==> src/rtl/hpdcache_wbuf_mem_adapter_if.sv <==
// Bus bundle between the write buffer, the adapter and the memory write channels.
// The adapter uses the slave view; the write buffer / memory side uses master.
interface hpdcache_wbuf_mem_adapter_if #(
    parameter int WBUF_DATA_W = 128,
    parameter int MEM_DATA_W  = 512,
    parameter int PA_W        = 49,
    parameter int WBUF_ID_W   = 2,
    parameter int MEM_ID_W    = 6
);
    logic                      send_meta_valid_i;
    logic                      send_meta_ready_o;
    logic [PA_W-1:0]           send_addr_i;
    logic [WBUF_ID_W-1:0]      send_id_i;
    logic                      send_uc_i;
    logic                      send_data_valid_i;
    logic                      send_data_ready_o;
    logic [PA_W-1:0]           send_data_tag_i;
    logic [WBUF_DATA_W-1:0]    send_data_i;
    logic [WBUF_DATA_W/8-1:0]  send_be_i;
    logic                      ack_o;
    logic [WBUF_ID_W-1:0]      ack_id_o;
    logic                      ack_error_o;
    logic                      mem_req_valid_o;
    logic                      mem_req_ready_i;
    logic [PA_W-1:0]           mem_req_addr_o;
    logic [MEM_ID_W-1:0]       mem_req_id_o;
    logic [2:0]                mem_req_size_o;
    logic                      mem_req_cacheable_o;
    logic                      mem_req_w_valid_o;
    logic                      mem_req_w_ready_i;
    logic [MEM_DATA_W-1:0]     mem_req_w_data_o;
    logic [MEM_DATA_W/8-1:0]   mem_req_w_be_o;
    logic                      mem_req_w_last_o;
    logic                      mem_resp_w_valid_i;
    logic                      mem_resp_w_ready_o;
    logic [MEM_ID_W-1:0]       mem_resp_w_id_i;
    logic                      mem_resp_w_error_i;

    modport slave (
        input  send_meta_valid_i, send_addr_i, send_id_i, send_uc_i,
        input  send_data_valid_i, send_data_tag_i, send_data_i, send_be_i,
        input  mem_req_ready_i, mem_req_w_ready_i,
        input  mem_resp_w_valid_i, mem_resp_w_id_i, mem_resp_w_error_i,
        output send_meta_ready_o, send_data_ready_o,
        output ack_o, ack_id_o, ack_error_o,
        output mem_req_valid_o, mem_req_addr_o, mem_req_id_o, mem_req_size_o, mem_req_cacheable_o,
        output mem_req_w_valid_o, mem_req_w_data_o, mem_req_w_be_o, mem_req_w_last_o,
        output mem_resp_w_ready_o
    );

    modport master (
        output send_meta_valid_i, send_addr_i, send_id_i, send_uc_i,
        output send_data_valid_i, send_data_tag_i, send_data_i, send_be_i,
        output mem_req_ready_i, mem_req_w_ready_i,
        output mem_resp_w_valid_i, mem_resp_w_id_i, mem_resp_w_error_i,
        input  send_meta_ready_o, send_data_ready_o,
        input  ack_o, ack_id_o, ack_error_o,
        input  mem_req_valid_o, mem_req_addr_o, mem_req_id_o, mem_req_size_o, mem_req_cacheable_o,
        input  mem_req_w_valid_o, mem_req_w_data_o, mem_req_w_be_o, mem_req_w_last_o,
        input  mem_resp_w_ready_o
    );
endinterface

==> src/rtl/hpdcache_wbuf_mem_adapter.sv <==
// Write-buffer to memory write-channel adapter: combinational meta forwarding,
// per-ID in-flight scoreboard with runtime limit, one-slot upsizing data stage.
module hpdcache_wbuf_mem_adapter #(
    parameter int WBUF_DATA_W = 128,
    parameter int MEM_DATA_W  = 512,
    parameter int PA_W        = 49,
    parameter int WBUF_ID_W   = 2,
    parameter int MEM_ID_W    = 6,
    parameter int ID_PREFIX   = 0
) (
    input  logic                 clk_i,
    input  logic                 rst_i,
    input  logic [WBUF_ID_W:0]   cfg_max_outstanding_i,
    output logic [WBUF_ID_W:0]   inflight_cnt_o,
    output logic                 idle_o,
    output logic                 unexp_ack_o,
    hpdcache_wbuf_mem_adapter_if.slave bus
);
    localparam int NID    = 2 ** WBUF_ID_W;
    localparam int CNT_W  = WBUF_ID_W + 1;
    localparam int R      = MEM_DATA_W / WBUF_DATA_W;
    localparam int OFF_W  = $clog2(WBUF_DATA_W / 8);
    localparam int IDX_WS = (R > 1) ? $clog2(R) : 1;
    localparam int BE_W   = WBUF_DATA_W / 8;
    localparam int PFX_W  = MEM_ID_W - WBUF_ID_W;

    logic [NID-1:0]          busy_q, busy_d, set_vec, clr_vec;
    logic [CNT_W-1:0]        cnt_q, cnt_d, limit;
    logic                    meta_ok, meta_fire, hit;
    logic [WBUF_ID_W-1:0]    resp_id;
    logic                    dv_q, data_fire;
    logic [MEM_DATA_W-1:0]   w_data_q, w_data_d;
    logic [MEM_DATA_W/8-1:0] w_be_q, w_be_d;
    logic [IDX_WS-1:0]       idx;
    logic                    unexp_q;

    // Zero and out-of-range limits both mean "all IDs may be in flight".
    assign limit = (cfg_max_outstanding_i == '0 || cfg_max_outstanding_i > CNT_W'(NID))
                   ? CNT_W'(NID) : cfg_max_outstanding_i;

    assign meta_ok   = (cnt_q < limit) && !busy_q[bus.send_id_i];
    assign meta_fire = bus.send_meta_valid_i && bus.mem_req_ready_i && meta_ok;

    assign bus.mem_req_valid_o     = bus.send_meta_valid_i && meta_ok;
    assign bus.send_meta_ready_o   = bus.mem_req_ready_i && meta_ok;
    assign bus.mem_req_addr_o      = bus.send_addr_i;
    assign bus.mem_req_id_o        = {PFX_W'(ID_PREFIX), bus.send_id_i};
    assign bus.mem_req_size_o      = 3'(OFF_W);
    assign bus.mem_req_cacheable_o = ~bus.send_uc_i;

    assign resp_id = bus.mem_resp_w_id_i[WBUF_ID_W-1:0];
    assign hit     = bus.mem_resp_w_valid_i
                  && (bus.mem_resp_w_id_i[MEM_ID_W-1:WBUF_ID_W] == PFX_W'(ID_PREFIX))
                  && busy_q[resp_id];

    assign bus.ack_o              = hit;
    assign bus.ack_id_o           = resp_id;
    assign bus.ack_error_o        = bus.mem_resp_w_error_i;
    assign bus.mem_resp_w_ready_o = 1'b1;

    // Set and clear never target the same ID: a busy ID cannot be issued.
    always_comb begin
        // NOTE: every always_comb output gets a default first so no latch is inferred.
        set_vec = '0;
        clr_vec = '0;
        if (meta_fire) set_vec[bus.send_id_i] = 1'b1;
        if (hit)       clr_vec[resp_id]       = 1'b1;
        busy_d = (busy_q | set_vec) & ~clr_vec;
        cnt_d  = cnt_q + CNT_W'(meta_fire) - CNT_W'(hit);
    end

    assign bus.send_data_ready_o = !dv_q || bus.mem_req_w_ready_i;
    assign data_fire = bus.send_data_valid_i && bus.send_data_ready_o;
    assign idx = (R > 1) ? bus.send_data_tag_i[OFF_W +: IDX_WS] : '0;

    always_comb begin
        w_data_d = {R{bus.send_data_i}};
        w_be_d   = '0;
        for (int i = 0; i < R; i++) begin
            if (IDX_WS'(i) == idx) w_be_d[i*BE_W +: BE_W] = bus.send_be_i;
        end
    end

    always_ff @(posedge clk_i) begin
        // NOTE: sequential state uses non-blocking assignments only.
        if (rst_i) begin
            busy_q  <= '0;
            cnt_q   <= '0;
            unexp_q <= 1'b0;
        end else begin
            busy_q  <= busy_d;
            cnt_q   <= cnt_d;
            if (bus.mem_resp_w_valid_i && !hit) unexp_q <= 1'b1;
        end
    end

    // The data slot is reset too so the write channel shows zeros after reset.
    always_ff @(posedge clk_i) begin
        if (rst_i) begin
            dv_q     <= 1'b0;
            w_data_q <= '0;
            w_be_q   <= '0;
        end else if (data_fire) begin
            dv_q     <= 1'b1;
            w_data_q <= w_data_d;
            w_be_q   <= w_be_d;
        end else if (bus.mem_req_w_ready_i) begin
            dv_q     <= 1'b0;
        end
    end

    assign bus.mem_req_w_valid_o = dv_q;
    assign bus.mem_req_w_data_o  = w_data_q;
    assign bus.mem_req_w_be_o    = w_be_q;
    assign bus.mem_req_w_last_o  = 1'b1;

    assign inflight_cnt_o = cnt_q;
    assign idle_o         = (cnt_q == '0) && !dv_q;
    assign unexp_ack_o    = unexp_q;
endmodule

==> src/flat_wrapper.sv <==
// flat-port wrapper written by rule: the top's interface ports become plain ports
module hpdcache_wbuf_mem_adapter_flat 
#(
    parameter int WBUF_DATA_W = 128,
    parameter int MEM_DATA_W  = 512,
    parameter int PA_W        = 49,
    parameter int WBUF_ID_W   = 2,
    parameter int MEM_ID_W    = 6,
    parameter int ID_PREFIX   = 0
)
  (clk_i, rst_i, cfg_max_outstanding_i, inflight_cnt_o, idle_o, unexp_ack_o, bus_send_meta_valid_i, bus_send_addr_i, bus_send_id_i, bus_send_uc_i, bus_send_data_valid_i, bus_send_data_tag_i, bus_send_data_i, bus_send_be_i, bus_mem_req_ready_i, bus_mem_req_w_ready_i, bus_mem_resp_w_valid_i, bus_mem_resp_w_id_i, bus_mem_resp_w_error_i, bus_send_meta_ready_o, bus_send_data_ready_o, bus_ack_o, bus_ack_id_o, bus_ack_error_o, bus_mem_req_valid_o, bus_mem_req_addr_o, bus_mem_req_id_o, bus_mem_req_size_o, bus_mem_req_cacheable_o, bus_mem_req_w_valid_o, bus_mem_req_w_data_o, bus_mem_req_w_be_o, bus_mem_req_w_last_o, bus_mem_resp_w_ready_o);
  hpdcache_wbuf_mem_adapter_if #(.WBUF_DATA_W(WBUF_DATA_W), .MEM_DATA_W(MEM_DATA_W), .PA_W(PA_W), .WBUF_ID_W(WBUF_ID_W), .MEM_ID_W(MEM_ID_W)) bus_i ();
  input  logic clk_i;
  input  logic rst_i;
  input  logic [WBUF_ID_W:0] cfg_max_outstanding_i;
  output logic [WBUF_ID_W:0] inflight_cnt_o;
  output logic idle_o;
  output logic unexp_ack_o;
  input wire logic [$bits(bus_i.send_meta_valid_i)-1:0] bus_send_meta_valid_i;
  input wire logic [$bits(bus_i.send_addr_i)-1:0] bus_send_addr_i;
  input wire logic [$bits(bus_i.send_id_i)-1:0] bus_send_id_i;
  input wire logic [$bits(bus_i.send_uc_i)-1:0] bus_send_uc_i;
  input wire logic [$bits(bus_i.send_data_valid_i)-1:0] bus_send_data_valid_i;
  input wire logic [$bits(bus_i.send_data_tag_i)-1:0] bus_send_data_tag_i;
  input wire logic [$bits(bus_i.send_data_i)-1:0] bus_send_data_i;
  input wire logic [$bits(bus_i.send_be_i)-1:0] bus_send_be_i;
  input wire logic [$bits(bus_i.mem_req_ready_i)-1:0] bus_mem_req_ready_i;
  input wire logic [$bits(bus_i.mem_req_w_ready_i)-1:0] bus_mem_req_w_ready_i;
  input wire logic [$bits(bus_i.mem_resp_w_valid_i)-1:0] bus_mem_resp_w_valid_i;
  input wire logic [$bits(bus_i.mem_resp_w_id_i)-1:0] bus_mem_resp_w_id_i;
  input wire logic [$bits(bus_i.mem_resp_w_error_i)-1:0] bus_mem_resp_w_error_i;
  output wire logic [$bits(bus_i.send_meta_ready_o)-1:0] bus_send_meta_ready_o;
  output wire logic [$bits(bus_i.send_data_ready_o)-1:0] bus_send_data_ready_o;
  output wire logic [$bits(bus_i.ack_o)-1:0] bus_ack_o;
  output wire logic [$bits(bus_i.ack_id_o)-1:0] bus_ack_id_o;
  output wire logic [$bits(bus_i.ack_error_o)-1:0] bus_ack_error_o;
  output wire logic [$bits(bus_i.mem_req_valid_o)-1:0] bus_mem_req_valid_o;
  output wire logic [$bits(bus_i.mem_req_addr_o)-1:0] bus_mem_req_addr_o;
  output wire logic [$bits(bus_i.mem_req_id_o)-1:0] bus_mem_req_id_o;
  output wire logic [$bits(bus_i.mem_req_size_o)-1:0] bus_mem_req_size_o;
  output wire logic [$bits(bus_i.mem_req_cacheable_o)-1:0] bus_mem_req_cacheable_o;
  output wire logic [$bits(bus_i.mem_req_w_valid_o)-1:0] bus_mem_req_w_valid_o;
  output wire logic [$bits(bus_i.mem_req_w_data_o)-1:0] bus_mem_req_w_data_o;
  output wire logic [$bits(bus_i.mem_req_w_be_o)-1:0] bus_mem_req_w_be_o;
  output wire logic [$bits(bus_i.mem_req_w_last_o)-1:0] bus_mem_req_w_last_o;
  output wire logic [$bits(bus_i.mem_resp_w_ready_o)-1:0] bus_mem_resp_w_ready_o;
  assign bus_i.send_meta_valid_i = bus_send_meta_valid_i;
  assign bus_i.send_addr_i = bus_send_addr_i;
  assign bus_i.send_id_i = bus_send_id_i;
  assign bus_i.send_uc_i = bus_send_uc_i;
  assign bus_i.send_data_valid_i = bus_send_data_valid_i;
  assign bus_i.send_data_tag_i = bus_send_data_tag_i;
  assign bus_i.send_data_i = bus_send_data_i;
  assign bus_i.send_be_i = bus_send_be_i;
  assign bus_i.mem_req_ready_i = bus_mem_req_ready_i;
  assign bus_i.mem_req_w_ready_i = bus_mem_req_w_ready_i;
  assign bus_i.mem_resp_w_valid_i = bus_mem_resp_w_valid_i;
  assign bus_i.mem_resp_w_id_i = bus_mem_resp_w_id_i;
  assign bus_i.mem_resp_w_error_i = bus_mem_resp_w_error_i;
  assign bus_send_meta_ready_o = bus_i.send_meta_ready_o;
  assign bus_send_data_ready_o = bus_i.send_data_ready_o;
  assign bus_ack_o = bus_i.ack_o;
  assign bus_ack_id_o = bus_i.ack_id_o;
  assign bus_ack_error_o = bus_i.ack_error_o;
  assign bus_mem_req_valid_o = bus_i.mem_req_valid_o;
  assign bus_mem_req_addr_o = bus_i.mem_req_addr_o;
  assign bus_mem_req_id_o = bus_i.mem_req_id_o;
  assign bus_mem_req_size_o = bus_i.mem_req_size_o;
  assign bus_mem_req_cacheable_o = bus_i.mem_req_cacheable_o;
  assign bus_mem_req_w_valid_o = bus_i.mem_req_w_valid_o;
  assign bus_mem_req_w_data_o = bus_i.mem_req_w_data_o;
  assign bus_mem_req_w_be_o = bus_i.mem_req_w_be_o;
  assign bus_mem_req_w_last_o = bus_i.mem_req_w_last_o;
  assign bus_mem_resp_w_ready_o = bus_i.mem_resp_w_ready_o;
  hpdcache_wbuf_mem_adapter #(.WBUF_DATA_W(WBUF_DATA_W), .MEM_DATA_W(MEM_DATA_W), .PA_W(PA_W), .WBUF_ID_W(WBUF_ID_W), .MEM_ID_W(MEM_ID_W), .ID_PREFIX(ID_PREFIX)) u_core (.clk_i(clk_i), .rst_i(rst_i), .cfg_max_outstanding_i(cfg_max_outstanding_i), .inflight_cnt_o(inflight_cnt_o), .idle_o(idle_o), .unexp_ack_o(unexp_ack_o), .bus(bus_i));
endmodule
==> config.mk <==
export PLATFORM = sky130hd
export DESIGN_NAME = hpdcache_wbuf_mem_adapter_flat
export DESIGN_NICKNAME = d
export VERILOG_FILES = /design/src/rtl/hpdcache_wbuf_mem_adapter_if.sv /design/src/rtl/hpdcache_wbuf_mem_adapter.sv /design/src/flat_wrapper.sv
export SDC_FILE = /design/constraint.sdc
export NUM_CORES = 1
export LEC_CHECK = 0
export CAP_MARGIN = 40
export CORE_AREA = 10 10 344 346
export CTS_CLUSTER_DIAMETER = 40
export DETAILED_ROUTE_END_ITERATION = 10
export DIE_AREA = 0 0 354 356
export PLACE_DENSITY = 0.34
export SLEW_MARGIN = 30
export SYNTH_ARGS = -nofsm -noshare
export SYNTH_HDL_FRONTEND = slang
export SYNTH_SLANG_ARGS = --single-unit
==> constraint.sdc <==
create_clock -name clk_i -period 4.15 [get_ports clk_i]
set_clock_uncertainty 0.15 [all_clocks]
set_input_delay 0.83 -clock clk_i [delete_from_list [all_inputs] [get_ports clk_i]]
set_output_delay 0.83 -clock clk_i [all_outputs]
set_load 0.01 [all_outputs]
### After elaboration in Yosys (flattened, before gate mapping)

Index checks and enable logic that the tools add are counted.

* reduce and logical (&&, ||, !) cells: 22
* equal/unequal tests: 3
* bitwise logic cells: 4
* mux-type cells: 17
* order comparisons: 6
* $add $sub $neg: 2

Operators by type and width (count)
* 16-bit two-way mux: 4
* 1-bit logical AND: 12
* 4-bit two-way mux: 2
* 3-bit logical NOT: 2
* 2-bit by 3-bit < comparator with 1-bit output (second input constant): 2
* 1-bit two-way mux: 6
* 4-bit AND: 1
* 1-bit binary-select mux with 2-bit select: 2
* 1-bit demux with 2-bit select: 2
* 2-bit == test (first input constant): 2
* 2-bit by 1-bit greater-or-equal comparator with 1-bit output (second input constant): 2
* 4-bit logical NOT: 1
* 4-bit NOT: 1
* 4-bit OR: 1
* 3-bit by 1-bit adder with 3-bit output: 1
* 3-bit > comparator (second input constant): 1
* 1-bit logical NOT: 3
* 3-bit < comparator: 1
* 3-bit two-way mux: 1
* 3-bit by 1-bit subtractor with 3-bit output: 1
* 1-bit by 2-bit == test with 1-bit output (first input constant): 1
* 2-bit logical NOT: 1
* 1-bit logical OR: 2
* 2-bit nonzero test: 1
* 1-bit NOT: 1

* input port bits: 262
* output and inout bits: 650
* logic and storage cells: 60
* bits in registers: 585

### Longest topological paths before layout

Gate-level depths: netlist of run 1.

* depth after elaboration: 9
* mapped depth: 13

### Least setup slack after synthesis of run 1

OpenSTA, ideal clock, no wires.

* path kind: input -> register
* start: input port cfg_max_outstanding_i[1]
* end: register u_core.cnt_q[2] (netlist: u_core.inflight_cnt_o[2])
* cell stages on the path: 13
* library setup time: 0.117 ns
* setup slack: 0.736 ns
* data arrival time: 3.147 ns
* path buffers: 0
* cells stage by stage: or2_2 ha_1 nand2b_1 ha_1 a21oi_1 o211ai_2 nor3b_2 ha_1 inv_1 fa_1 xor2_1 xnor2_1 nor2_1

* longest elaborated chain between the ends: 8

RTL lines
* start: declaration: line flat_wrapper.sv:15 `input logic [WBUF_ID_W:0] cfg_max_outstanding_i;`
* 3-bit > comparator or 3-bit logical NOT (tied branches): line hpdcache_wbuf_mem_adapter.sv:38 `assign limit = (cfg_max_outstanding_i == '0 || cfg_max_outstanding_i > CNT_W'(NID))`
* 1-bit logical OR: line hpdcache_wbuf_mem_adapter.sv:38
* 3-bit two-way mux *: line hpdcache_wbuf_mem_adapter.sv:39 `? CNT_W'(NID) : cfg_max_outstanding_i;`
* 3-bit < comparator *: line hpdcache_wbuf_mem_adapter.sv:41 `assign meta_ok = (cnt_q < limit) && !busy_q[bus.send_id_i];`
* 1-bit logical AND *: line hpdcache_wbuf_mem_adapter.sv:41
* 1-bit logical AND *: line hpdcache_wbuf_mem_adapter.sv:42 `assign meta_fire = bus.send_meta_valid_i && bus.mem_req_ready_i && meta_ok;`
* 3-bit by 1-bit adder with 3-bit output *: line hpdcache_wbuf_mem_adapter.sv:69 `cnt_d = cnt_q + CNT_W'(meta_fire) - CNT_W'(hit);`
* 3-bit by 1-bit subtractor with 3-bit output *: line hpdcache_wbuf_mem_adapter.sv:69
* end signal: assignment: line hpdcache_wbuf_mem_adapter.sv:92 `cnt_q <= cnt_d;`
* end: declaration: line hpdcache_wbuf_mem_adapter.sv:28 `logic [CNT_W-1:0] cnt_q, cnt_d, limit;`

Mark *: on every way between the ends. The rest lies on a longest branch, timed or not.
A chain may end at the register's enable or synchronous reset.

### Final worst setup path of run 1

* start: input port cfg_max_outstanding_i[1]
* end: output port bus_send_meta_ready_o

* longest elaborated chain between the ends: 6

RTL lines
* 3-bit > comparator or 3-bit logical NOT (tied branches): line hpdcache_wbuf_mem_adapter.sv:38
* 1-bit logical OR: line hpdcache_wbuf_mem_adapter.sv:38
* 3-bit two-way mux *: line hpdcache_wbuf_mem_adapter.sv:39
* 3-bit < comparator *: line hpdcache_wbuf_mem_adapter.sv:41
* 1-bit logical AND *: line hpdcache_wbuf_mem_adapter.sv:41
* 1-bit logical AND *: line hpdcache_wbuf_mem_adapter.sv:45 `assign bus.send_meta_ready_o = bus.mem_req_ready_i && meta_ok;`
* end: declaration: line flat_wrapper.sv:32 `output wire logic [$bits(bus_i.send_meta_ready_o)-1:0] bus_send_meta_ready_o;`

Marked as above.

==> results of run 1 <==
==> power by group through the flow <==
stage	Combinational (mW)	Sequential (mW)	Clock, mW
after global placement	1.36	2.22	0
final	1.33	2.19	4.36
after detailed placement	1.35	2.23	0
after floorplan	0.719	2.20	0
after CTS	1.36	2.20	4.51
after global routing	1.43	2.21	4.60
==> stage by stage <==
stage | TNS (ns) | power (mW) | cell area [sq um] | cells
global placement | -0.890 | 3.58 | 16800 | 3138
floorplan | 0 | 2.91 | 10800 | 1373
CTS | 0 | 8.06 | 18700 | 3233
detailed placement | -0.841 | 3.58 | 16800 | 3138
finish | 0 | 7.88 | 18700 | 3235
global route | 0 | 8.23 | 18700 | 3234
==> sequential cells by signal (all words and copies together), names as in the netlist <==
| signal | cells |
|---|---|
| u_core.bus.mem_req_w_data_o | 128 |
| u_core.bus.mem_req_w_be_o | 64 |
| u_core.busy_q | 4 |
| u_core.inflight_cnt_o | 3 |
| u_core.bus.mem_req_w_valid_o | 1 |
| u_core.unexp_ack_o | 1 |
==> cell usage in the layout (no fill, tap or decap), types with 4 or more instances in the layout <==
cell,synthesis,final
sky130_fd_sc_hd__a21oi_1,197,196
sky130_fd_sc_hd__and2_1,4,4
sky130_fd_sc_hd__buf_12,0,6
sky130_fd_sc_hd__buf_4,458,23
sky130_fd_sc_hd__bufinv_16,0,11
sky130_fd_sc_hd__clkbuf_16,0,51
sky130_fd_sc_hd__clkbuf_8,0,4
sky130_fd_sc_hd__clkdlybuf4s50_1,0,752
sky130_fd_sc_hd__clkinv_2,0,11
sky130_fd_sc_hd__clkinv_4,0,5
sky130_fd_sc_hd__clkinvlp_4,0,6
sky130_fd_sc_hd__conb_1,2,9
sky130_fd_sc_hd__dfxtp_1,201,201
sky130_fd_sc_hd__ha_1,5,5
sky130_fd_sc_hd__inv_1,9,9
sky130_fd_sc_hd__nand2_1,325,323
sky130_fd_sc_hd__nand3_1,65,65
sky130_fd_sc_hd__nor2_1,5,5
sky130_fd_sc_hd__nor2b_1,5,5
==> logic make-up after synthesis <==
logic type / count (synthesis) / share of synthesized area (%)
adders and majority gates: 6 / 0.765
and+or+nand+nor: 418 / 16.2
muxes: 2 / 0.301
DFF: 201 / 37.3
buffers and inverters: 527 / 35.3
other: 2 / 0.0696
xor gates and xnor gates: 2 / 0.162
AOI/OAI and AO/OA: 208 / 9.97
==> tightest hold or removal path: stages (launching register included) <==
cell                      delay, ns
sky130_fd_sc_hd__dfxtp_1       0.30
sky130_fd_sc_hd__nand2_1       0.05
sky130_fd_sc_hd__a21oi_1       0.05
==> metal layers <==
metal | GRT usage (%) | part of all wire (%) | up-vias
li1 | - | - | 4595
met1 | 9.51 | 38 | 4626
met2 | 15.4 | 48 | 513
met3 | 4.05 | 10 | 116
met4 | 3.90 | 3.7 | 6
met5 | 0 | 0.068 | -
==> worst max-delay path by stage <==
| stage | slack, ns | cells past startpoint | endpoint |
|---|---|---|---|
| 3_3_place_gp | -0.43 | 10 | bus_send_meta_ready_o |
| 3_5_place_dp | -0.42 | 10 | bus_mem_req_valid_o |
| 6_report | 0.19 | 10 | bus_send_meta_ready_o |
| 2_1_floorplan | 0.74 | 13 | u_core.inflight_cnt_o[2] |
| 4_1_cts | 0.002 | 10 | bus_send_meta_ready_o |
| 5_1_grt | 0.05 | 10 | bus_mem_req_valid_o |
==> area by class of cell <==
class | instances | area [sq um]
Timing Repair Buffer | 784 | 7840
Antenna cell | 1 | 2.50
Inverter | 9 | 33.8
Clock inverter | 37 | 532
Multi-Input combinational cell | 645 | 3030
Fill cell | 12524 | 92900
Clock buffer | 58 | 1340
Tap cell | 1500 | 1880
Sequential cell | 201 | 4020
==> repair_timing <==
action | CTS | global route
pin swaps | 3 | 4
gates resized for setup | 9 | 4
setup endpoints to repair | 2 | 2
setup buffers | 0 | 1
==> key figures, run 1 <==
Setup path
  – Highest fanout seen on the critical path: 2
  – Startpoint of the worst-slack reg-to-reg timing path: u_core.inflight_cnt_o[2]
  – Crit-path most repeated cell: sky130_fd_sc_hd__ha_1
  – Kind of cell adding the most delay to the critical path: simple AND/OR/NAND/NOR gates
  – Crit path from: cfg_max_outstanding_i[1]
  – Critical path startpoint category: primary input
  – Bufs and invs on worst path: 2
  – Setup crit end kind: primary output
  – Depth of the most critical reg-to-reg path: 11
  – Max stage delay cell, worst path: sky130_fd_sc_hd__clkdlybuf4s50_1
  – Sequence of cells on the critical path: clkdlybuf4s50_1 > or2_2 > ha_1 > nand2b_4 > ha_1 > a21oi_2 > o211ai_4 > a211oi_2 > and2_1 > buf_2
  – Data arrival at the endpoint of the critical path: 2.98 ns
  – R2R Setup Slk: 1.42 ns
  – Critical Setup Path Class: primary input to primary output
  – Endpoint of the lowest-slack register-to-register path: u_core.inflight_cnt_o[2]
  – Required arrival time at the worst endpoint: 3.17 ns
  – Max incr delay on CP: 0.42 ns

STA
  – Worst Max-Slew Pin Slew: 0.790 ns
  – Timing-limited maximum frequency: 0.252 GHz
  – Final WS setup: 0.187 ns
  – Final number of setup-violating endpoints: 0
  – Hold Violations, Final: 0
  – Pins over their slew limit: 0
  – Headroom to the max-slew limit: 47.3%
  – Final worst path period share: 95.5%
  – Minimum clock period: 3.96 ns
  – Unrepaired setup endpoints after global routing: no
  – WHS: 0.299 ns

Worst hold path
  – Hold Path Cell Cnt: 2
  – Hold path startpoint: u_core.bus.mem_req_w_be_o[14]
  – Worst Hold Path EP: u_core.bus.mem_req_w_be_o[14]
  – Min-Delay Path Class: register to register

Yosys
  – Primary flip-flop cell chosen by synthesis mapping: sky130_fd_sc_hd__dfxtp_1
  – Number of synthesis warnings: 0
  – Top-area cell type share of the netlist area: 37.3%
  – Sequential-to-total area share from yosys stat: 37.3%
  – Cells after Synth: 1,366
  – Total of flip-flops plus latches after synthesis: 201
  – Number of different library cells in the post-synthesis netlist: 40
  – Mapped Area: 10,800 sq um
  – Async S/R FF share, synth: 0%
  – Top-count cell post-synth: sky130_fd_sc_hd__buf_4
  – Post-synth EDFFs: 0
  – Most frequent cells after synthesis: sky130_fd_sc_hd__buf_4, sky130_fd_sc_hd__nand2_1, sky130_fd_sc_hd__dfxtp_1, sky130_fd_sc_hd__a21oi_1, sky130_fd_sc_hd__nand3_1
  – Top cell type by total area after synthesis: sky130_fd_sc_hd__dfxtp_1
  – Leading cell types by total area after synthesis: sky130_fd_sc_hd__dfxtp_1, sky130_fd_sc_hd__buf_4, sky130_fd_sc_hd__nand2_1
  – Mean instance size in the synthesized netlist: 7.90 sq um

Clocking
  – CTS tree: built
  – Maximum buffer depth of the clock tree: 3
  – CTS Hold Buffers Added: 0
  – H-tree levels: 2
  – TritonCTS sink count: 201
  – Clock Latency Late Sink: 0.58 ns
  – Clock Pin Slew Worst Setup and Hold Paths: 0.04 ns
  – Clock buffers created by TritonCTS: 51
  – CTS Root Cell: sky130_fd_sc_hd__clkbuf_16

Finish
  – Area growth syn-to-layout: 73.0%
  – Share of layout cells above drive strength 1: 7.96%
  – Final net count: 1,960
  – Core utilization of the finished layout: 16.7%

Power
  – Sw frac: 26.6%
  – Leakage component of the power: 6.42 nW
  – Share of total power in sequential cells: 27.8%
  – Clock Power Share: 55.4%
  – Worst vdd ir: 275 uV
  – Power density over the cells: 422 nW/um^2
  – Sw power: 2.10 mW
  – Total internal power: 5.78 mW
  – Comb pwr share: 16.9%

Floorplanning
  – Initial standard-cell utilization of the core: 9.68%
  – Std cell rows: 123
  – Vert. Die Dim: 356 um
  – Core region area: 112,000 sq um
  – Area of the die: 126,000 sq um
  – Number of top-level design ports: 912
  – Die Span X: 354 um

GRT
  – Number of antenna violations at the first check in global routing: 10
  – Global-route usage over all layers: 9.01%
  – Via count of the first global-routing pass: 10.6k
  – Pin count of the biggest net entering global routing: 79
  – GRT overflow: 0
  – First-pass GRT wire length: 83.0 mm

Place
  – Setup slack at placement: -0.416 ns
  – DP Wirelength: 49.3 mm
  – Final Wtd Congestion: 0.745
  – Buffers on Ports: 755

Detailed routing
  – Total wirelength of the detailed-routed design: 60.7 mm
  – DR WL/cell: 18.8 um
  – Vias/cell: 3.05
  – Detailed-route DRC error count: 0
  – 1st-iter DRT viols: 403
  – Routed via count: 9,856
  – Number of iterations in the first detailed-routing pass: 5
  – Post-detailed-route count of antenna-violating nets: 0

Run
  – Max cap viols: 0

Status
  – Outcome: finished, final reports clean
No activity file was read; power rests on OpenSTA's default activity.
==> run 2: changes to the inputs <==
ABC_AREA = 1   (was unset)
==> run 2 against run 1 <==
Final cell count rose by 0.99%. Critical path depth is 5 higher. Clock power grew 2%. Maximum frequency fell by 1.3%. Worst setup slack got worse by 0.053 ns. Register-to-register slack improved by 0.31 ns. Non-clock buffer count is 14 lower. Area after synthesis fell by 0.28%. First-iteration DRC count fell by 11%. Core utilization about the same.
==> key figures, run 2 <==
GRT
  – Pin count of the biggest net entering global routing: 113
  – Global-route usage over all layers: 8.98%
  – Busiest grt layer: met2
  – First-pass GRT wire length: 82.9 mm
  – Grt met2 use: 15.1%
  – Number of antenna violations at the first check in global routing: 12
  – GRT overflow: 0
  – Grt met1 use: 9.90%
  – Global Route met3 Usage: 4.13%
  – Via count of the first global-routing pass: 10.5k

Detailed routing
  – Detailed-route DRC error count: 0
  – Post-detailed-route count of antenna-violating nets: 0
  – Vias/cell: 3.01
  – 1st-iter DRT viols: 358
  – Routed via count: 9,837
  – DR WL/cell: 18.3 um
  – Number of iterations in the first detailed-routing pass: 5
  – Total wirelength of the detailed-routed design: 59.9 mm

Yosys
  – Sequential-to-total area share from yosys stat: 37.4%
  – Total of flip-flops plus latches after synthesis: 201
  – Top-area cell type share of the netlist area: 37.4%
  – Cells after Synth: 1,401
  – Number of different library cells in the post-synthesis netlist: 24
  – Async S/R FF share, synth: 0%
  – Top cell type by total area after synthesis: sky130_fd_sc_hd__dfxtp_1
  – Primary flip-flop cell chosen by synthesis mapping: sky130_fd_sc_hd__dfxtp_1
  – Mean instance size in the synthesized netlist: 7.68 sq um
  – Mapped Area: 10,800 sq um
  – Top-count cell post-synth: sky130_fd_sc_hd__buf_4
  – Number of synthesis warnings: 0
  – Post-synth EDFFs: 0
  – Most frequent cells after synthesis: sky130_fd_sc_hd__buf_4, sky130_fd_sc_hd__nor2_1, sky130_fd_sc_hd__dfxtp_1, sky130_fd_sc_hd__o21ai_0, sky130_fd_sc_hd__nand2_1
  – Leading cell types by total area after synthesis: sky130_fd_sc_hd__dfxtp_1, sky130_fd_sc_hd__buf_4, sky130_fd_sc_hd__nor2_1

STA
  – Headroom to the max-slew limit: 46.7%
  – Worst Max-Slew Pin Slew: 0.799 ns
  – Pins over their slew limit: 0
  – Timing-limited maximum frequency: 0.249 GHz
  – Final sum of negative setup slack: 0 ns
  – Final number of setup-violating endpoints: 0
  – Minimum clock period: 4.02 ns
  – Hold Violations, Final: 0
  – Unrepaired setup endpoints after global routing: no
  – Final worst path period share: 96.8%

Floorplanning
  – Vert. Die Dim: 356 um
  – Core region area: 112,000 sq um
  – Initial standard-cell utilization of the core: 9.65%
  – Die Span X: 354 um
  – Number of top-level design ports: 912
  – Std cell rows: 123
  – Area of the die: 126,000 sq um

Finish
  – Area growth syn-to-layout: 73.5%
  – Most frequent cells in the layout: sky130_fd_sc_hd__clkdlybuf4s50_1, sky130_fd_sc_hd__nor2_1, sky130_fd_sc_hd__dfxtp_1
  – Final instance area: 18,700 sq um
  – Most common cell after layout, fill and taps aside: sky130_fd_sc_hd__clkdlybuf4s50_1
  – Final net count: 1,989
  – Share of layout cells above drive strength 1: 7.36%
  – Flip-flop count of the largest register, all copies and words added: 128

Setup path
  – Required arrival time at the worst endpoint: 3.17 ns
  – Critical path startpoint category: primary input
  – Data arrival at the endpoint of the critical path: 3.04 ns
  – Highest fanout seen on the critical path: 2
  – Critical Setup Path Class: primary input to primary output
  – Setup crit end kind: primary output

Clocking
  – CTS Hold Buffers Added: 0
  – CTS tree: built
  – CTS Root Cell: sky130_fd_sc_hd__clkbuf_16
  – Clock buffers created by TritonCTS: 56
  – H-tree levels: 2
  – Post-CTS Setup Repair Bufs: 0
  – Clock Latency Late Sink: 0.63 ns
  – Clock Pin Slew Worst Setup and Hold Paths: 0.04 ns
  – TritonCTS sink count: 201
  – Maximum buffer depth of the clock tree: 3

Run
  – Max cap viols: 0

Place
  – Final Wtd Congestion: 0.727
  – Post-DP Area: 16,700 sq um
  – DP Wirelength: 49.1 mm
  – Buffers on Ports: 755

Status
  – Outcome: finished, final reports clean

Power
  – Worst vdd ir: 310 uV
  – Power density over the cells: 444 nW/um^2
  – Leakage component of the power: 6.69 nW

Worst hold path
  – Min-Delay Path Class: register to register
[run 2: changes by cell type in the layout (fill, tap and decap cells not counted), moves of 17 or more]
| cell | change |
|---|---|
| sky130_fd_sc_hd__nand2_1 | -235 |
| sky130_fd_sc_hd__a21oi_1 | -124 |
| sky130_fd_sc_hd__o21ai_1 | +20 |
| sky130_fd_sc_hd__nor2_1 | +262 |
| sky130_fd_sc_hd__inv_1 | +17 |
| sky130_fd_sc_hd__o21ai_0 | +108 |
[run 2: repair_timing]
| action | in CTS | in global routing |
|---|---|---|
| gates cloned | 0 | 0 |
| endpoints found under the hold margin | 0 | 0 |
| gates resized for setup | 4 | 3 |
| endpoints found under the setup margin | 2 | 2 |
[run 2: worst max-delay path, stage by stage]
cell and delay, ns:
sky130_fd_sc_hd__clkdlybuf4s50_1 0.46, sky130_fd_sc_hd__or2_2 0.32, sky130_fd_sc_hd__ha_1 0.27, sky130_fd_sc_hd__inv_1 0.05, sky130_fd_sc_hd__nand2_1 0.04, sky130_fd_sc_hd__ha_1 0.26
sky130_fd_sc_hd__nand2_1 0.06, sky130_fd_sc_hd__inv_1 0.04, sky130_fd_sc_hd__nand2_1 0.07, sky130_fd_sc_hd__nand2_2 0.08, sky130_fd_sc_hd__nor2_2 0.13, sky130_fd_sc_hd__inv_1 0.06
sky130_fd_sc_hd__buf_4 0.14, sky130_fd_sc_hd__nor2_4 0.10, sky130_fd_sc_hd__buf_12 0.12
[run 2: layer usage]
metal | part of all wire (%) | up-vias | routed length (um)
met5 | 0.043 | - | 26
met4 | 3.3 | 4 | 2000
met3 | 10 | 130 | 6020
met2 | 48 | 497 | 28600
met1 | 39 | 4547 | 23300
li1 | - | 4659 | -
[run 2: worst paths after layout]
kind,slack (ns),endpoint,start,cells past startpoint
hold / removal,0.31,u_core.bus.mem_req_w_be_o[45],u_core.bus.mem_req_w_be_o[45],2
setup / recovery,0.13,bus_send_meta_ready_o,cfg_max_outstanding_i[1],15
hold reg to reg,0.31,u_core.bus.mem_req_w_be_o[45],u_core.bus.mem_req_w_be_o[45],2
setup reg to reg,1.73,u_core.inflight_cnt_o[2],u_core.inflight_cnt_o[2],13
[run 2: cells by family after synthesis]
family                   count (synthesis)  synth area share [%]
adder cells (fa/ha/maj)                  6                 0.767
buffers and inverters                  547                  35.7
other                                    2                0.0698
flip-flops                             201                  37.4
AO/OA/AOI/OAI                          201                  9.34
AND/OR/NAND/NOR                        443                  16.7
XOR/XNOR                                 1                0.0814
[run 2: where the power goes]
part           internal, mW  switching (mW)  total (mW)
combinational         0.904           0.715        1.62
sequential             2.06           0.185        2.24
clock                  3.03            1.40        4.44
[run 2: area by class of cell]
cell class                 instances  area, sq um
timing repair buffer             770         7740
tap                             1500         1880
sequential                       201         4020
inverter                          32          133
clock buffer                      70         1530
clock inverter                    33          414
fill                           12511        92900
antenna                            1         2.50
multi-input combinational        660         2950
[run 2: through the flow]
stage / power, mW / setup WS, ns / utilization (%) / hold slack, ns / cells
3_5_place_dp: 3.95 / -0.291 / 15.0 / 0.308 / 3163
6_report: 8.30 / 0.134 / 16.7 / 0.315 / 3267
2_1_floorplan: 3.15 / 0.866 / - / 0.289 / 1408
3_3_place_gp: 3.94 / -0.389 / 14.9 / 0.302 / 3161
5_1_grt: 8.69 / 0.00721 / 16.7 / 0.337 / 3267
4_1_cts: 8.52 / 0.0324 / 16.7 / 0.317 / 3266
